<file path="src/rtl/instr_fetch_unit.sv">
// rtl/instr_fetch_unit.sv - instruction fetch FSM with held-instruction register and field decode
module instr_fetch_unit #(
    parameter logic [31:0] RESET_PC = 32'h0000_0000
) (
    input  logic        clk,
    input  logic        rst_n,
    output logic        mem_req,
    output logic [31:0] mem_addr,
    input  logic        mem_ready,
    input  logic [31:0] mem_rdata,
    input  logic        stall,
    input  logic        branch_taken,
    input  logic [31:0] branch_target,
    output logic        instr_valid,
    output logic [31:0] instr,
    output logic [31:0] pc_out,
    output logic [31:0] pc_plus4,
    output logic [5:0]  opcode,
    output logic [4:0]  rs,
    output logic [4:0]  rt,
    output logic [4:0]  rd,
    output logic [4:0]  shamt,
    output logic [5:0]  funct,
    output logic [15:0] imm16
);

    typedef enum logic [1:0] {
        S_IDLE  = 2'd0,
        S_FETCH = 2'd1,
        S_VALID = 2'd2
    } state_t;

    state_t      r_state;
    logic [31:0] r_pc;
    logic [31:0] r_instr;
    logic [31:0] r_pc_out;

    state_t      w_state_nxt;
    logic [31:0] w_pc_nxt;
    logic [31:0] w_instr_nxt;
    logic [31:0] w_pc_out_nxt;
    logic [31:0] w_target_aligned;
    logic        w_unused_target_lsbs;

    // Branch targets are word addresses; the two low bits carry no information.
    assign w_target_aligned     = {branch_target[31:2], 2'b00};
    assign w_unused_target_lsbs = &{1'b0, branch_target[1:0]};

    // State, fetch pointer and held instruction registers; reset wins over every input.
    always_ff @(posedge clk) begin
        if (!rst_n) begin
            r_state  <= S_IDLE;
            r_pc     <= RESET_PC;
            r_instr  <= 32'h0000_0000;
            r_pc_out <= 32'h0000_0000;
        end else begin
            r_state  <= w_state_nxt;
            r_pc     <= w_pc_nxt;
            r_instr  <= w_instr_nxt;
            r_pc_out <= w_pc_out_nxt;
        end
    end

    // Next-state and Moore outputs; a branch always beats both returning data and stall.
    always_comb begin
        w_state_nxt  = r_state;
        w_pc_nxt     = r_pc;
        w_instr_nxt  = r_instr;
        w_pc_out_nxt = r_pc_out;
        mem_req      = 1'b0;
        instr_valid  = 1'b0;
        case (r_state)
            S_IDLE: begin
                w_state_nxt = S_FETCH;
            end
            S_FETCH: begin
                mem_req = 1'b1;
                if (branch_taken) begin
                    w_pc_nxt = w_target_aligned;
                end else if (mem_ready) begin
                    w_instr_nxt  = mem_rdata;
                    w_pc_out_nxt = r_pc;
                    w_pc_nxt     = r_pc + 32'd4;
                    w_state_nxt  = S_VALID;
                end
            end
            S_VALID: begin
                instr_valid = 1'b1;
                if (branch_taken) begin
                    w_pc_nxt    = w_target_aligned;
                    w_state_nxt = S_FETCH;
                end else if (!stall) begin
                    w_state_nxt = S_FETCH;
                end
            end
            default: begin
                w_state_nxt = S_IDLE;
            end
        endcase
    end

    assign mem_addr = r_pc;
    assign instr    = r_instr;
    assign pc_out   = r_pc_out;
    assign pc_plus4 = r_pc_out + 32'd4;

    assign opcode = r_instr[31:26];
    assign rs     = r_instr[25:21];
    assign rt     = r_instr[20:16];
    assign rd     = r_instr[15:11];
    assign shamt  = r_instr[10:6];
    assign funct  = r_instr[5:0];
    assign imm16  = r_instr[15:0];

endmodule

</file>
<file path="config.mk">
export PLATFORM = sky130hd
export DESIGN_NAME = instr_fetch_unit
export DESIGN_NICKNAME = d
export VERILOG_FILES = /design/src/rtl/instr_fetch_unit.sv
export SDC_FILE = /design/constraint.sdc
export NUM_CORES = 1
export LEC_CHECK = 0
export BUFFER_PORTS_ARGS = -buffer_cell sky130_fd_sc_hd__buf_2
export CAP_MARGIN = 5
export CORE_MARGIN = 3
export CORE_UTILIZATION = 35
export CTS_CLUSTER_SIZE = 25
export DETAILED_ROUTE_END_ITERATION = 10
export GPL_ROUTABILITY_DRIVEN = 0
export REMOVE_ABC_BUFFERS = 1
export SLEW_MARGIN = 20
export SYNTH_ARGS = -nofsm -noshare
export SYNTH_HDL_FRONTEND = slang
export SYNTH_SLANG_ARGS = --single-unit
</file>
<file path="constraint.sdc">
create_clock -name clk -period 4.3 [get_ports clk]
set_clock_uncertainty 0.1 [all_clocks]
set_input_delay 0.215 -clock clk [delete_from_list [all_inputs] [get_ports clk]]
set_output_delay 0.215 -clock clk [all_outputs]
set_load 0.005 [all_outputs]
</file>
==> impl_metrics.csv, run 1 <==
group,metric,value,unit
layout,drive_gt1_frac,0.321,
yosys,yosys.area.top_type,"dfxtp_1",
yosys,ys_seq_elements,94,
global_routing,antenna_found_initial,1,
critical_path,slowest_delay,0.95,ns
yosys,synth_warnings,0,
yosys,synthTopCellsByCount,"nand2_1, dfxtp_1, a21oi_1, buf_4, clkbuf_1",
clock_tree,htree_levels,3,
yosys,synth_top_area_frac,0.371,
power_and_ir_drop,irDropWorstVdd,0.000205,V
yosys,syn-cell-area,0.00507,mm2
clock_tree,cts.path.max_buffers,2,
clock_tree,cts_sinks,94,
floorplan,core,0.0140,mm2
layout,syn2layout_area_growth,30.5,%
yosys,synth-main-ff-cell,"dfxtp_1",
timing,maxSlewViolCount,0,
floorplan,rows,43,
clock_tree,clkTransAtPathRegs,0.07,ns
floorplan,die_area,0.0160,mm2
yosys,synth.distinct_cells,55,
critical_path,cp-end-kind,"output port",
critical_path,startpoint_type,"flip-flop",
global_routing,grt_use_met3,0.0463,
timing,worstMarginPinSlew,1.07,ns
job,drv_cap,0,
power_and_ir_drop,p_per_area,298,mW/mm2
routing,drtIter0Drc,422,
timing,period_minus_slack,3.02,ns
timing,clock.fmax,331,MHz
critical_path,crit_required,3.98,ns
min_path,hp-class,"in2reg",
critical_path,path_buf_inv,1,
layout,antenna_cells,0,
yosys,yosysSeqAreaShare,0.371,
routing,dr_total_vias,5366,
floorplan,fp.dieW,126,um
layout,seq_area,0.00188,mm2
critical_path,crit_family,"simple AND/OR/NAND/NOR gates",
routing,via_per_inst,5.08,
power_and_ir_drop,p_leak,2.94,nW
critical_path,crit_chain,"nand4_1 -> nor4_1 -> and3_1 -> nand3_1 -> xnor2_1 -> buf_2",
global_routing,grtUsageMet1,0.275,
yosys,avgSynthCellArea,7.55,um2
floorplan,io_pins,247,
clock_tree,clock_latency,0.35,ns
placement,dp_hpwl,11.6,mm
yosys,synth-edff-count,0,
routing,drc,0,
global_routing,grt.busiest_layer,"met2",
routing,drt-pass1-iter-count,4,
yosys,yosysMostFrequentCell,"nand2_1",
critical_path,crit_fanout,7,
global_routing,gr-usage-met2,0.311,
floorplan,initial_core_util,0.361,
layout,nets,942,
yosys,yosys-top-cells-area,"dfxtp_1, nand2_1, a21oi_1",
timing,rsz0062_at_grt,"false",
clock_tree,cts_tree,"built",
timing,timing.final.crit_share,0.703,
routing,wl,16.5,mm
critical_path,cp_slowest_cell,"nor4_1",
global_routing,grtUsageTotal,0.199,
global_routing,overflow,0,
timing,setup_tns,0,ns
layout,multi_input_area,0.00262,mm2
clock_tree,cts_buffers,9,
clock_tree,cts_resized,0,
layout,fill_cells,1478,
clock_tree,root_buffer,"clkbuf_16",
floorplan,die_h,126,um
global_routing,grt_pass1_wl,25.8,mm
global_routing,grt_pass1_vias,4766,
outcome,status,"completed",
global_routing,grt_max_degree,64,
routing,ant_nets,0,
placement,place_ws,1.67,ns
timing,relSlewSlack,0.278,
yosys,synthArstFlopShare,0,
yosys,synthCells,671,
timing,setup_viol,0,
routing,wl_per_cell,15.6,um
critical_path,worst-setup-path-type,"reg2out",
critical_path,arrival,2.71,ns
placement,port_buffers,238,
timing,hold_viol,0,
timing,setup_ws,1.28,ns
state kept, by name (all words and copies together), names as in the netlist:
register,cells
instr,32
r_state,2
pc_out,30
mem_addr,30
cells by family (layout without fill, tap and decap cells):
family | after synthesis | after routing | synth area share
AOI/OAI and AO/OA | 143 | 143 | 0.169
xor gates and xnor gates | 28 | 28 | 0.0484
adders and majority gates | 2 | 2 | 0.00494
buffers and inverters | 102 | 302 | 0.117
DFF | 94 | 94 | 0.371
muxes | 5 | 5 | 0.0109
other | 1 | 6 | 0.000740
and+or+nand+nor | 296 | 296 | 0.278
power breakdown:
group | internal (mW) | switching (mW) | total [mW] | leakage [nW]
Clock | 0.398 | 0.367 | 0.766 | 0.130
Combinational | 0.118 | 0.133 | 0.251 | 2.05
Sequential | 0.902 | 0.0485 | 0.951 | 0.763
Total | 1.42 | 0.549 | 1.97 | 2.94
through the flow:
| step | util | cells | total power, mW | hold slack, ns | cell area [um2] |
|---|---|---|---|---|---|
| 2_1_floorplan | - | 582 | 1.07 | 0.251 | 4520 |
| 3_3_place_gp | 0.428 | 1008 | 1.20 | 0.356 | 6010 |
| 3_5_place_dp | 0.428 | 1008 | 1.20 | 0.362 | 6010 |
| 4_1_cts | 0.471 | 1056 | 1.99 | 0.0228 | 6610 |
| 5_1_grt | 0.471 | 1056 | 2.06 | 0.0426 | 6610 |
| 6_report | 0.471 | 1056 | 1.97 | 0.0343 | 6610 |
layout by cell type, fill, tap and decap left out, types with 8 or more instances in the layout:
master         instances
buf_2                238
clkbuf_16              9
buf_4                  8
nor3_1                 8
nand2_1              160
nor2_1                21
a21oi_1               83
nand4_1               16
dfxtp_1               94
nand3_1               33
xnor2_1               21
a31oi_1                9
and3_1                10
o21ai_0               16
nor4_1                10
dlygate4sd3_1         32
path summary, 6_finish.rpt:
| kind | from | endpoint | slack (ns) | cells past startpoint |
|---|---|---|---|---|
| setup / recovery | pc_out[8]$_SDFFE_PN0P_ | pc_plus4[18] | 1.28 | 6 |
| hold reg to reg | instr[21]$_SDFFE_PN0P_ | instr[21]$_SDFFE_PN0P_ | 0.37 | 2 |
| hold / removal | branch_target[11] | mem_addr[11]$_SDFFE_PN0P_ | 0.03 | 3 |
| setup reg to reg | mem_addr[14]$_SDFFE_PN0P_ | mem_addr[25]$_SDFFE_PN0P_ | 1.92 | 5 |
cell type report:
class,count,share of cell area
clock buffer,9,0.0341
clock inverter,7,0.00851
inverter,8,0.00454
multi-input combinational,480,0.397
sequential,94,0.285
tap,180,0.0341
timing repair buffer,278,0.238
layer usage:
layer / wire (um) / vias to the layer above
met2: 7690 / 169
met5: 7 / -
met4: 253 / 2
met3: 1130 / 21
li1: - / 2687
met1: 7380 / 2487
what timing repair did:
item	CTS	global route
buffers inserted	0	0
endpoints found under the hold margin	32	0
hold buffers	32	0
worst reg2reg max path, stage by stage (launching register included):
cell and delay (ns):
dfxtp_1 0.51, nand4_2 0.24, or4_4 0.59, nor4_2 0.34
mux2_2 0.37, a31oi_1 0.15
No activity file was read; power rests on OpenSTA's default activity.
==> inputs of run 2 (changes only) <==
==> constraint.sdc (replaced) <==
create_clock -name clk -period 3.12 [get_ports clk]
set_clock_uncertainty 0.1 [all_clocks]
set_input_delay 0.156 -clock clk [delete_from_list [all_inputs] [get_ports clk]]
set_output_delay 0.156 -clock clk [all_outputs]
set_load 0.005 [all_outputs]
==> run 2 against run 1 <==
  * Sequential power up 38%
  * Core utilization up 1.2 points
  * Flip-flop and latch count unchanged
  * Critical path type unchanged
  * Critical endpoint is now pc_plus4[19]
  * Largest cell class unchanged
  * Highest routed layer is now met4
==> impl_metrics.csv, run 2 (synthesized netlist as in run 1, its figures left out) <==
group,metric,value,unit
outcome,status,"completed",
global_routing,grtUsageTotal,0.205,
floorplan,core,0.0140,mm2
power_and_ir_drop,seq_power_share,0.467,
timing,timing.final.crit_share,0.789,
floorplan,fp.dieW,126,um
power_and_ir_drop,p_leak,3.03,nW
critical_path,r2r-start,"mem_addr[2]$_SDFFE_PN0P_",
critical_path,cp-end-kind,"output port",
global_routing,grt_pass1_wl,26.7,mm
power_and_ir_drop,p_per_area,414,mW/mm2
power_and_ir_drop,swShare,0.272,
critical_path,arrival,2.20,ns
routing,wl_per_cell,15.5,um
clock_tree,cts_buffers,9,
layout,drive_gt1_frac,0.320,
power_and_ir_drop,intPower,2.04,mW
critical_path,worst-r2r-setup-slack,0.75,ns
min_path,holdPathStages,3,
global_routing,grt_max_degree,42,
timing,period_minus_slack,2.46,ns
critical_path,rr_endpoint,"mem_addr[22]$_SDFFE_PN0P_",
layout,antenna_cells,0,
timing,worstMarginPinSlew,0.916,ns
clock_tree,postCtsSetupRepairBufs,0,
critical_path,crit_fanout,5,
layout,nets,956,
global_routing,antenna_found_initial,0,
min_path,min_to,"mem_addr[26]$_SDFFE_PN0P_",
power_and_ir_drop,p_clk_frac,0.404,
routing,drtIter0Drc,410,
global_routing,overflow,0,
layout,final_cell_mix,"buf_2, nand2_1, dfxtp_1",
clock_tree,clkTransAtPathRegs,0.07,ns
critical_path,reg2regPathDepth,7,
clock_tree,cts.path.max_buffers,2,
layout,largest_reg_flops,32,
min_path,hp-start,"branch_target[26]",
timing,maxSlewViolCount,0,
clock_tree,htree_levels,3,
routing,via_per_inst,5.07,
routing,dr_total_vias,5422,
power_and_ir_drop,irDropWorstVdd,0.000212,V
clock_tree,cts_tree,"built",
clock_tree,clock_latency,0.35,ns
floorplan,die_area,0.0160,mm2
timing,setup_tns,0,ns
placement,port_buffers,238,
placement,dp_hpwl,12.0,mm
global_routing,grt_pass1_vias,5001,
floorplan,initial_core_util,0.361,
critical_path,startpoint_type,"flip-flop",
critical_path,crit_required,2.86,ns
timing,timing.hold.ws,0.0313,ns
timing,rsz0062_at_grt,"false",
routing,drt-pass1-iter-count,4,
clock_tree,root_buffer,"clkbuf_16",
power_and_ir_drop,p_comb_frac,0.129,
layout,final_util,0.483,
timing,relSlewSlack,0.389,
routing,wl,16.6,mm
job,drv_cap,0,
critical_path,worst-setup-path-type,"reg2out",
min_path,hp-class,"in2reg",
floorplan,rows,43,
timing,clock.fmax,406,MHz
layout,layout_commonest_cell,"buf_2",
routing,ant_nets,0,
floorplan,io_pins,247,
timing,hold_viol,0,
clock_tree,cts_sinks,94,
timing,setup_viol,0,
layout,fill_cells,1490,
routing,drc,0,
floorplan,die_h,126,um
power_and_ir_drop,p_switching,764,uW
layout,syn2layout_area_growth,33.9,%
-- run 2: cell types whose count changed in the layout (fill, tap and decap cells not counted) --
| cell | change |
|---|---|
| dlygate4sd3_1 | +10 |
| buf_12 | +2 |
| clkinvlp_4 | -2 |
| clkinv_2 | +1 |
| buf_4 | +2 |
| clkinv_4 | +1 |
| bufinv_16 | +1 |
| inv_8 | -1 |
-- run 2: cell type report --
class                   instances  area (um2)  share of cell area
well taps                     180         225              0.0332
inverters                       8        30.0             0.00443
clock inverters                 7        73.8              0.0109
multi-input cells             480        2620               0.387
clock buffers                   9         225              0.0332
repair buffers                292        1730               0.254
flip-flops and latches         94        1880               0.277
-- run 2: per-stage QoR --
| step | cells | setup slack, ns | total power, mW | instance area [um2] |
|---|---|---|---|---|
| after floorplan | 582 | 0.448 | 1.47 | 4520 |
| after global placement | 1012 | 0.816 | 1.66 | 6070 |
| after detailed placement | 1012 | 0.779 | 1.66 | 6070 |
| after CTS | 1070 | 0.591 | 2.84 | 6790 |
| after global routing | 1070 | 0.399 | 2.93 | 6790 |
| final | 1070 | 0.660 | 2.81 | 6790 |
-- run 2: metal layers --
metal  global-route usage  part of all wire
met5                    0                 0
met4               0.0656             0.014
met3               0.0392             0.070
met2                0.332              0.47
met1                0.277              0.45
-- run 2: what timing repair did --
| item | 4_1_cts | 5_1_grt |
|---|---|---|
| hold buffers | 42 | 0 |
| endpoints found under the hold margin | 42 | 0 |
| resized for setup | 0 | 0 |
-- run 2: how the worst max path moves through the flow --
stage	startpoint	to	slack, ns
2_1_floorplan	mem_addr[2]$_SDFFE_PN0P_	mem_addr[26]$_SDFFE_PN0P_	0.45
3_3_place_gp	mem_addr[2]$_SDFFE_PN0P_	mem_addr[26]$_SDFFE_PN0P_	0.82
3_5_place_dp	mem_addr[2]$_SDFFE_PN0P_	mem_addr[22]$_SDFFE_PN0P_	0.78
4_1_cts	pc_out[5]$_SDFFE_PN0P_	pc_plus4[19]	0.59
5_1_grt	pc_out[4]$_SDFFE_PN0P_	pc_plus4[21]	0.40
6_report	pc_out[5]$_SDFFE_PN0P_	pc_plus4[19]	0.66
-- run 2: power by group through the flow --
stage	Clock, mW	Sequential (mW)	Combinational (mW)
after detailed placement	0	1.34	0.321
after CTS	1.16	1.31	0.365
after global routing	1.21	1.32	0.402
after global placement	0	1.34	0.320
final	1.13	1.31	0.363
after floorplan	0	1.33	0.141
-- run 2: critical path: stages (launching register included) --
cell and delay, ns:
dfxtp_1 0.42, nand3_1 0.21, nor4_1 0.39, buf_4 0.20, and3_1 0.23, nand4_1 0.13
xnor2_1 0.14, buf_2 0.13
==> inputs of run 3 (changes only) <==
--- a/config.mk
+++ b/config.mk
@@ -5,6 +5,7 @@
 export SDC_FILE = /design/constraint.sdc
 export NUM_CORES = 1
 export LEC_CHECK = 0
+export ABC_AREA = 1
 export BUFFER_PORTS_ARGS = -buffer_cell sky130_fd_sc_hd__buf_2
 export CAP_MARGIN = 5
 export CORE_MARGIN = 3
==> constraint.sdc (replaced) <==
create_clock -name clk -period 2.05 [get_ports clk]
set_clock_uncertainty 0.1 [all_clocks]
set_input_delay 0.1025 -clock clk [delete_from_list [all_inputs] [get_ports clk]]
set_output_delay 0.1025 -clock clk [all_outputs]
set_load 0.005 [all_outputs]
==> run 3 against run 2 <==
  * Routed wire length grew 17%
  * Critical path type unchanged
  * Critical path depth grew 4
  * Setup slack lost 0.60 ns
==> impl_metrics.csv, run 3 <==
group,metric,value,unit
timing,period_minus_slack,1.99,ns
critical_path,arrival,1.79,ns
placement,place_ws,0.158,ns
critical_path,slowest_delay,0.36,ns
global_routing,grt_pass1_vias,5647,
floorplan,io_pins,247,
timing,relSlewSlack,0.628,
floorplan,die_area,0.0176,mm2
floorplan,fp.dieW,133,um
floorplan,rows,45,
yosys,synthTopCellsByCount,"nand2_1, nor2_1, dfxtp_1, o21ai_0, buf_4",
min_path,hp-start,"branch_target[15]",
job,drv_cap,0,
yosys,synth_simple_gate_area_frac,0.341,
timing,worstMarginPinSlew,0.558,ns
yosys,syn-cell-area,0.00561,mm2
placement,placed_area,0.00662,mm2
timing,setup_viol,0,
layout,fin_area,0.00761,mm2
outcome,status,"completed",
critical_path,cp-end-kind,"output port",
routing,wl_met2,9.81,mm
clock_tree,root_buffer,"clkbuf_16",
placement,place_inst,1229,
global_routing,antenna_found_initial,0,
power_and_ir_drop,irDropWorstVdd,0.000387,V
timing,clock.fmax,503,MHz
yosys,yosysMostFrequentCell,"nand2_1",
power_and_ir_drop,power,4.64,mW
timing,rsz0062_at_grt,"true",
routing,wl,19.5,mm
layout,layout_commonest_cell,"buf_2",
layout,final_util,0.493,
placement,dp_hpwl,14.6,mm
routing,dr.max_layer_used,"met4",
layout,stdcell_count,1298,
global_routing,grt_pass1_wl,29.8,mm
global_routing,grt_max_degree,65,
critical_path,startpoint_type,"flip-flop",
yosys,synth_warnings,0,
timing,setup_ws,0.0602,ns
timing,timing.final.crit_share,0.971,
power_and_ir_drop,p_leak,3.44,nW
critical_path,crit_required,1.85,ns
critical_path,crit_chain,"ha_4 -> nand3_4 -> nor2_4 -> nand2_2 -> nor2_4 -> nand2_2 -> nor2_4 -> nand2_1 -> nor2_1 -> nor2_1 -> buf_2",
layout,antenna_cells,0,
floorplan,initial_core_util,0.364,
global_routing,overflow,0,
critical_path,rr_endpoint,"mem_addr[16]$_SDFFE_PN0P_",
power_and_ir_drop,p_per_area,610,mW/mm2
yosys,avgSynthCellArea,6.61,um2
yosys,synth-main-ff-cell,"dfxtp_1",
routing,via_per_inst,4.73,
placement,port_buffers,238,
routing,drt-pass1-iter-count,4,
routing,drc,0,
yosys,synth.distinct_cells,37,
layout,largest_reg_flops,32,
clock_tree,cts_sinks,94,
floorplan,core,0.0154,mm2
clock_tree,clkTransAtPathRegs,0.07,ns
clock_tree,htree_levels,3,
clock_tree,cts_tree,"built",
min_path,holdPathStages,5,
critical_path,reg2regPathDepth,10,
timing,hold_viol,0,
yosys,synth_mux_area_frac,0,
clock_tree,cts.path.max_buffers,2,
layout,drive_gt1_frac,0.333,
routing,dr_total_vias,6140,
critical_path,worst-setup-path-type,"reg2out",
global_routing,grtUsageTotal,0.211,
routing,drtIter0Drc,336,
yosys,yosys.area.top_type,"dfxtp_1",
layout,final_cell_mix,"buf_2, nand2_1, nor2_1",
yosys,synth_xor_area_frac,0.0422,
yosys,synth_top_family_by_area,"simple AND/OR/NAND/NOR gates",
yosys,yosysSeqAreaShare,0.336,
routing,ant_nets,0,
yosys,yosys-top-cells-area,"dfxtp_1, nand2_1, nor2_1",
routing,wl_per_cell,15.1,um
clock_tree,clock_latency,0.35,ns
yosys,synthCells,849,
min_path,hp-class,"in2reg",
critical_path,r2r-start,"mem_addr[3]$_SDFFE_PN0P_",
yosys,ys_seq_elements,94,
min_path,min_to,"mem_addr[15]$_SDFFE_PN0P_",
routing,wl_met3,1.18,mm
clock_tree,cts_buffers,9,
floorplan,die_h,133,um
critical_path,cp_slowest_cell,"dfxtp_2",
yosys,synth_compound_area_frac,0.136,
timing,maxSlewViolCount,0,
critical_path,path_common_cell,"nor2_4",
layout,nets,1153,
critical_path,crit_fanout,3,
layout,syn2layout_area_growth,35.7,%
yosys,synth_adder_area_share,0.00446,
yosys,synth-edff-count,0,
yosys,synth_top_area_frac,0.336,
critical_path,worst-r2r-setup-slack,0.26,ns
yosys,synthArstFlopShare,0,
routing,wl_met1,8.14,mm
-- run 3: cells by family after synthesis --
| kind of cell | after synthesis |
|---|---|
| AO/OA/AOI/OAI | 147 |
| XOR/XNOR | 27 |
| adder cells (fa/ha/maj) | 2 |
| buffers and inverters | 143 |
| flip-flops | 94 |
| other | 1 |
| AND/OR/NAND/NOR | 435 |
-- run 3: worst max-delay path by stage --
stage	startpoint	end	slack, ns	depth (start not counted)
6_report	pc_out[2]$_SDFFE_PN0P_	pc_plus4[28]	0.06	11
3_3_place_gp	pc_out[2]$_SDFFE_PN0P_	pc_plus4[30]	0.19	7
4_1_cts	pc_out[3]$_SDFFE_PN0P_	pc_plus4[28]	-0.04	11
3_5_place_dp	pc_out[3]$_SDFFE_PN0P_	pc_plus4[18]	0.16	7
2_1_floorplan	r_state[1]$_SDFFE_PN0P_	mem_addr[14]$_SDFFE_PN0P_	-0.03	6
5_1_grt	pc_out[3]$_SDFFE_PN0P_	pc_plus4[28]	-0.07	11
-- run 3: timing repair --
item                       4_1_cts  5_1_grt
hold endpoints to repair        43        0
resized for setup               23       25
setup endpoints to repair       17       14
pin swaps                        4       12
hold buffers                    44        0
setup buffers                    5        4
-- run 3: worst max-delay path, delay by kind of cell (launching register included) --
kind / cells / cell delay, ns
and+or+nand+nor: 9 / 0.78
adders and majority gates: 1 / 0.16
buffers and inverters: 1 / 0.12
DFF: 1 / 0.36
-- run 3: where the power goes --
group	internal [mW]	switching [mW]
Clock	1.08	0.741
Sequential	1.92	0.129
Combinational	0.360	0.410
Total	3.36	1.28
-- run 3: through the flow --
stage,setup TNS (ns),hold WS (ns)
after floorplan,-0.0936,0.138
after global placement,0,0.251
after detailed placement,0,0.258
after CTS,-0.0731,0.0220
after global routing,-0.103,0.0442
final,0,0.0363
-- run 3: area by class of cell --
class / count / area (um2)
clock buffer: 10 / 229
multi-input combinational: 617 / 3090
timing repair buffer: 305 / 1820
tap: 211 / 264
sequential: 94 / 1910
inverter: 55 / 206
fill: 1616 / 7820
clock inverter: 6 / 93.8
-- run 3: per-layer routing --
layer	vias up	GRT usage
li1	3139	-
met1	2782	0.249
met2	195	0.382
met3	24	0.0506
met4	0	0.0600
met5	-	0
